===== src/rtl/sy_ppl_ras_chk_fifo.sv =====
// Generic circular buffer with wrap-flag pointers, occupancy count and synchronous clear.
module sy_ppl_ras_chk_fifo #(
   parameter  int unsigned DEPTH = 8,
   parameter  int unsigned WIDTH = 1,
   localparam int unsigned PTR_W = $clog2(DEPTH)
) (
   input  logic             i_clk,
   input  logic             i_rst_n,
   input  logic             i_clr,
   input  logic             i_push,
   input  logic [WIDTH-1:0] i_din,
   input  logic             i_pop,
   output logic [WIDTH-1:0] o_dout,
   output logic             o_full,
   output logic             o_empty,
   output logic [PTR_W:0]   o_cnt
);

   logic [PTR_W:0]   r_wr;
   logic [PTR_W:0]   r_rd;
   logic [WIDTH-1:0] r_mem [DEPTH];
   logic             w_push;
   logic             w_pop;

   assign o_full  = (r_wr[PTR_W-1:0] == r_rd[PTR_W-1:0]) && (r_wr[PTR_W] != r_rd[PTR_W]);
   assign o_empty = (r_wr == r_rd);
   assign o_cnt   = r_wr - r_rd;
   assign o_dout  = r_mem[r_rd[PTR_W-1:0]];

   assign w_push  = i_push && !o_full && !i_clr;
   assign w_pop   = i_pop && !o_empty && !i_clr;

   always_ff @(posedge i_clk or negedge i_rst_n) begin
      if (!i_rst_n) begin
         r_wr <= '0;
         r_rd <= '0;
      end else if (i_clr) begin
         r_wr <= '0;
         r_rd <= '0;
      end else begin
         if (w_push) r_wr <= r_wr + (PTR_W+1)'(1);
         if (w_pop)  r_rd <= r_rd + (PTR_W+1)'(1);
      end
   end

   // Entry contents are only meaningful between the pointers, so no reset here.
   always_ff @(posedge i_clk) begin
      if (w_push) r_mem[r_wr[PTR_W-1:0]] <= i_din;
   end

endmodule


===== config.mk =====
export PLATFORM = sky130hd
export DESIGN_NAME = sy_ppl_ras_chk_fifo
export DESIGN_NICKNAME = d
export VERILOG_FILES = /design/src/rtl/sy_ppl_ras_chk_fifo.sv
export SDC_FILE = /design/constraint.sdc
export NUM_CORES = 1
export LEC_CHECK = 0
export ABC_CLOCK_PERIOD_IN_PS = 1700
export BUFFER_PORTS_ARGS = -buffer_cell sky130_fd_sc_hd__clkbuf_2
export CELL_PAD_IN_SITES_DETAIL_PLACEMENT = 0
export CELL_PAD_IN_SITES_GLOBAL_PLACEMENT = 1
export CORE_MARGIN = 10
export CORE_UTILIZATION = 39
export CTS_CLUSTER_DIAMETER = 30
export DETAILED_ROUTE_END_ITERATION = 10
export GPL_ROUTABILITY_DRIVEN = 0
export PLACE_DENSITY = 0.71
export SYNTH_ARGS = -nofsm -noshare
export SYNTH_HDL_FRONTEND = slang
export SYNTH_SLANG_ARGS = --single-unit
export TNS_END_PERCENT = 1

===== constraint.sdc =====
create_clock -name i_clk -period 1.7 [get_ports i_clk]
set_input_delay 0.425 -clock i_clk [delete_from_list [all_inputs] [get_ports i_clk]]
set_output_delay 0.425 -clock i_clk [all_outputs]
set_load 0.02 [all_outputs]

=== After elaboration in Yosys (flattened, before gate mapping) ===
Memories as Yosys holds them, arrays and structs flattened.
Cells that the tools add are included.

* Register bits: 8
* Memory bits (writable): 8
* Output and inout bits: 7
* Logic and storage cells: 25
* Memories: 1

* $add $sub $neg: 3
* Equal/unequal tests: 3
* Multiplexer cells: 6
* Reduce and logical (&&, ||, !) cells: 10

{| class="wikitable"
|+ Memory list
! name !! depth !! bits a word !! rd ports !! clocked after memory_dff !! wr ports !! line !! RTL
|-
| r_mem || 8 || 1 || 1 || 0 || 1 || 21 || <nowiki>logic [WIDTH-1:0] r_mem [DEPTH];</nowiki>
|}

{| class="wikitable"
|+ Operator list
! kind !! count
|-
| 4-bit two-way mux || 4
|-
| 4-bit by 1-bit adder with 4-bit output, second input constant || 2
|-
| 1-bit logical AND || 5
|-
| 4-bit == test || 1
|-
| 2-bit nonzero test || 2
|-
| 4-bit subtractor || 1
|-
| 3-bit == test || 1
|-
| 1-bit zero test || 3
|-
| 1-bit two-way mux || 2
|-
| 1-bit != test || 1
|}

=== Logic depth before layout (Yosys ltp) ===
* Depth in word-level cells: 7
* Gate-level depth with buffers: 6
* Gate-level depth less buffers: 6

=== Worst setup path before layout ===
No wires, ideal clock.

* Path kind: flip-flop to output port
* Start: register r_wr[0]
* End: output o_cnt[2]
* Arrival: 1.504 ns
* Data required time: 1.275 ns
* Path slack: -0.229 ns
* Cell stages (with the launch flop): 5
* Cells stage by stage: dfrtp_1 > inv_1 > ha_1 > fa_1 > xnor2_1

* Word-level cells in the longest chain between the ends: 1

{| class="wikitable"
|+ RTL lines
! item !! line !! RTL
|-
| from (decl) || 19 || <nowiki>logic [PTR_W:0] r_wr;</nowiki>
|-
| from (signal assigned) || 41 || <nowiki>if (w_push) r_wr <= r_wr + (PTR_W+1)'(1);</nowiki>
|-
| 4-bit subtractor || 27 || <nowiki>assign o_cnt = r_wr - r_rd;</nowiki>
|-
| to (decl) || 16 || <nowiki>output logic [PTR_W:0] o_cnt</nowiki>
|}

Every way passes these cells.

=== Final worst setup path ===
* Start: register r_rd[1]
* End: output o_cnt[3]

* Word-level cells in the longest chain between the ends: 1

{| class="wikitable"
|+ RTL lines
! item !! line !! RTL
|-
| from (decl) || 20 || <nowiki>logic [PTR_W:0] r_rd;</nowiki>
|-
| from (signal assigned) || 42 || <nowiki>if (w_pop) r_rd <= r_rd + (PTR_W+1)'(1);</nowiki>
|-
| 4-bit subtractor || 27 ||
|}

Every way passes these cells.

==> impl_metrics.ini <==
[status]
status = complete, but fails checks
violations = negative setup slack

[timing]
setup_ws_ns = -0.387
max-slew-margin-rel_pct = 77.4
hold_violations = 0
fin_crit_sh_pct = 123
finalMaxSlewViolations = 0
min_period_ns = 2.09
fmax_mhz = 479
worst_pin_slew_ns = 0.338
skew_ns = 0.00258
setup_viol = 7
rsz0062_at_grt = true

[flow_run]
maxCapViolations = 0

[detailed_routing]
ant_nets = 0
drt_pass1_iterations = 3
wire_per_inst_um = 14.7
first_iter_violations = 20
wl_mm = 2.07
remaining_drc_errors = 0
via_per_inst = 4.99
vias = 703

[final_layout]
syn_to_final_growth_pct = 37.5
post_route_cells_drive_above_1_share_pct = 44.2
stdcell_count = 141
fillers = 204
final_common_cell = buf_4
final_cell_mix = buf_4 (14), nor2_1 (11), edfxtp_1 (8)
nNetsFinal = 126
antennaDiodeCount = 0
final_util_pct = 57.3

[setup_path]
r2r_end = r_wr[1]
arrival_ns = 1.66
cp_slowest_cell = dfrtp_2
crit_chain = inv_2 > ha_4 > a21o_1 > a21oi_2 > xnor2_2 > clkbuf_8
worstSetupPathType = register to output pin
rrSetupSlack_ns = 0.07
worst-r2r-cell-count = 6
r2r_start = r_wr[1]
setup.worst_path.end_class = output pin
cpPeakStageDelay_ns = 0.42
crit_required_ns = 1.27
startpoint_type = register
crit_fanout = 3

[min_path]
min_path_cells = 2
hold_class = input pin to register
hp-start = i_clr
hold_end = r_wr[3]

[grt]
grt_pass1_wl_mm = 3.48
antenna_found_initial = 0
grt.total_usage_pct = 9.94
grt_pass1_vias = 739
grt_start_max_net_pins = 11
grt_overflow = 0

[pwr]
seq_power_share_pct = 35.7
p_per_area_mw_per_mm2 = 969
p_sw_share_pct = 35.0
leakage_nw = 0.543
switchingPower_w = 0.000434
ir_worst_vdd_v = 0.000491
power_frac_comb_pct = 47.3
internal_power_w = 0.000806
clockPowerShare_pct = 17.0

[synthesis]
synth_compound_area_share_pct = 6.32
synthAdderAreaFrac_pct = 8.87
synth_area_um2 = 931
ys_types = 25
ys_ff_latch = 16
netlist.area_leader.share_pct = 25.8
ys_top_cells_by_area = edfxtp_1 (26%), dfrtp_1 (22%), ha_1 (6.7%)
synthMuxAreaShare_pct = 6.99
avgSynthCellArea_um2 = 11.4
yosysWarnings = 0
syn_nets = 94
synth_top_family_by_area = simple AND/OR/NAND/NOR gates
synth-xor-area-share_pct = 10.2
synth-simple-area-share_pct = 16.3
synthCells = 82
yosysSeqAreaShare_pct = 47.3
synth_top_area_cell = edfxtp_1

[die]
row_count = 17
core-area_mm2 = 0.00223
start_util_pct = 41.7
num_io_pins = 13
die_w_um = 68.9
dieArea_mm2 = 0.00474
die_height_um = 68.9

[clocking]
cts_tree = built
htreeDepth = 1
cts_buffer_depth = 2
clock_sink_count = 16
path_clk_slew_ns = 0.09
ctsRootBufferMaster = clkbuf_4
cts_made_buffers = 3
clock_latency_ns = 0.29

[placement]
portBuffers = 12
dp_hpwl_mm = 1.61
placedCellCount = 135
critical path, delay by kind of cell (launching register included):
family / cells / cell delay [ns]
adder cells (fa/ha/maj): 1 / 0.20
XOR/XNOR: 1 / 0.14
flip-flops: 1 / 0.42
buffers and inverters: 2 / 0.23
AO/OA/AOI/OAI: 2 / 0.39
power groups by stage:
stage	registers [W]	clock network, W	logic (W)
floorplan	0.000460	0	0.000309
global placement	0.000446	0	0.000489
detailed placement	0.000446	0	0.000503
CTS	0.000442	0.000216	0.000586
global route	0.000445	0.000237	0.000633
finish	0.000443	0.000211	0.000586
kinds of logic (layout without fill, tap and decap cells):
| family | Yosys count | count (layout) |
|---|---|---|
| and+or+nand+nor | 29 | 29 |
| DFF | 16 | 16 |
| xor gates and xnor gates | 10 | 10 |
| buffers and inverters | 9 | 40 |
| AOI/OAI and AO/OA | 8 | 8 |
| adders and majority gates | 6 | 6 |
| muxes | 4 | 4 |
stage by stage:
stage	area, um2	setup TNS, ns	hold slack (ns)	total power, W	worst slack, ns
finish	1280	-1.87	0.349	0.00124	-0.387
global route	1280	-2.50	0.359	0.00132	-0.455
CTS	1250	-1.94	0.350	0.00124	-0.385
detailed placement	1160	-0.187	0.288	0.000948	-0.129
global placement	1160	-0.135	0.287	0.000934	-0.0619
floorplan	966	-0.0811	0.129	0.000769	-0.0343
area by class of cell:
class | instances | area (um2) | area share (%)
Inverter | 8 | 30.0 | 2.35
Multi-Input combinational cell | 57 | 524 | 41.0
Timing Repair Buffer | 28 | 221 | 17.3
Tap cell | 28 | 35.0 | 2.74
Sequential cell | 16 | 443 | 34.6
Clock inverter | 1 | 3.75 | 0.293
Clock buffer | 3 | 22.5 | 1.76
layer usage:
metal | vias to the layer above | track usage (%) | share of wire [%] | routed length, um
met5 | - | 0 | 0 | 0
met4 | 0 | 6.90 | 2.5 | 51
met3 | 5 | 1.93 | 5.1 | 106
met2 | 12 | 15.1 | 47 | 979
met1 | 332 | 12.4 | 45 | 933
li1 | 354 | - | - | -
cell usage after synthesis:
library cell  number
a21o_1             1
a21oi_1            3
and3_1             1
buf_4              1
dfrtp_1            8
edfxtp_1           8
fa_1               1
ha_1               5
inv_1              8
mux2i_1            2
mux4_2             2
nand2_1            5
nand2b_1           1
nand3_4            1
nand4_1            2
nor2_1            11
nor3_1             3
nor4_1             4
nor4b_1            1
o211ai_1           2
o21ai_1            1
o21ai_4            1
xnor2_1            7
xnor2_2            1
xor2_1             2
how the worst max path moves through the flow:
| stage | from | to | slack (ns) |
|---|---|---|---|
| finish | r_rd[1] | o_cnt[3] | -0.39 |
| global route | r_rd[1] | o_cnt[3] | -0.46 |
| CTS | r_rd[1] | o_cnt[3] | -0.38 |
| detailed placement | r_wr[1] | o_cnt[3] | -0.13 |
| global placement | r_wr[1] | o_cnt[3] | -0.06 |
| floorplan | r_wr[0] | o_cnt[2] | -0.03 |
state kept, by name, indices dropped and copies added (netlist names):
register,flops
r_mem,8
r_wr,4
r_rd,4
timing repair:
action | CTS | global route
hold buffers | 1 | 0
pin swaps | 5 | 2
hold endpoints to repair | 8 | 0
setup endpoints to repair | 9 | 18
setup buffers | 1 | 0
cloned | 0 | 0
resized for setup | 15 | 7
(Power assumes the default switching activity.)
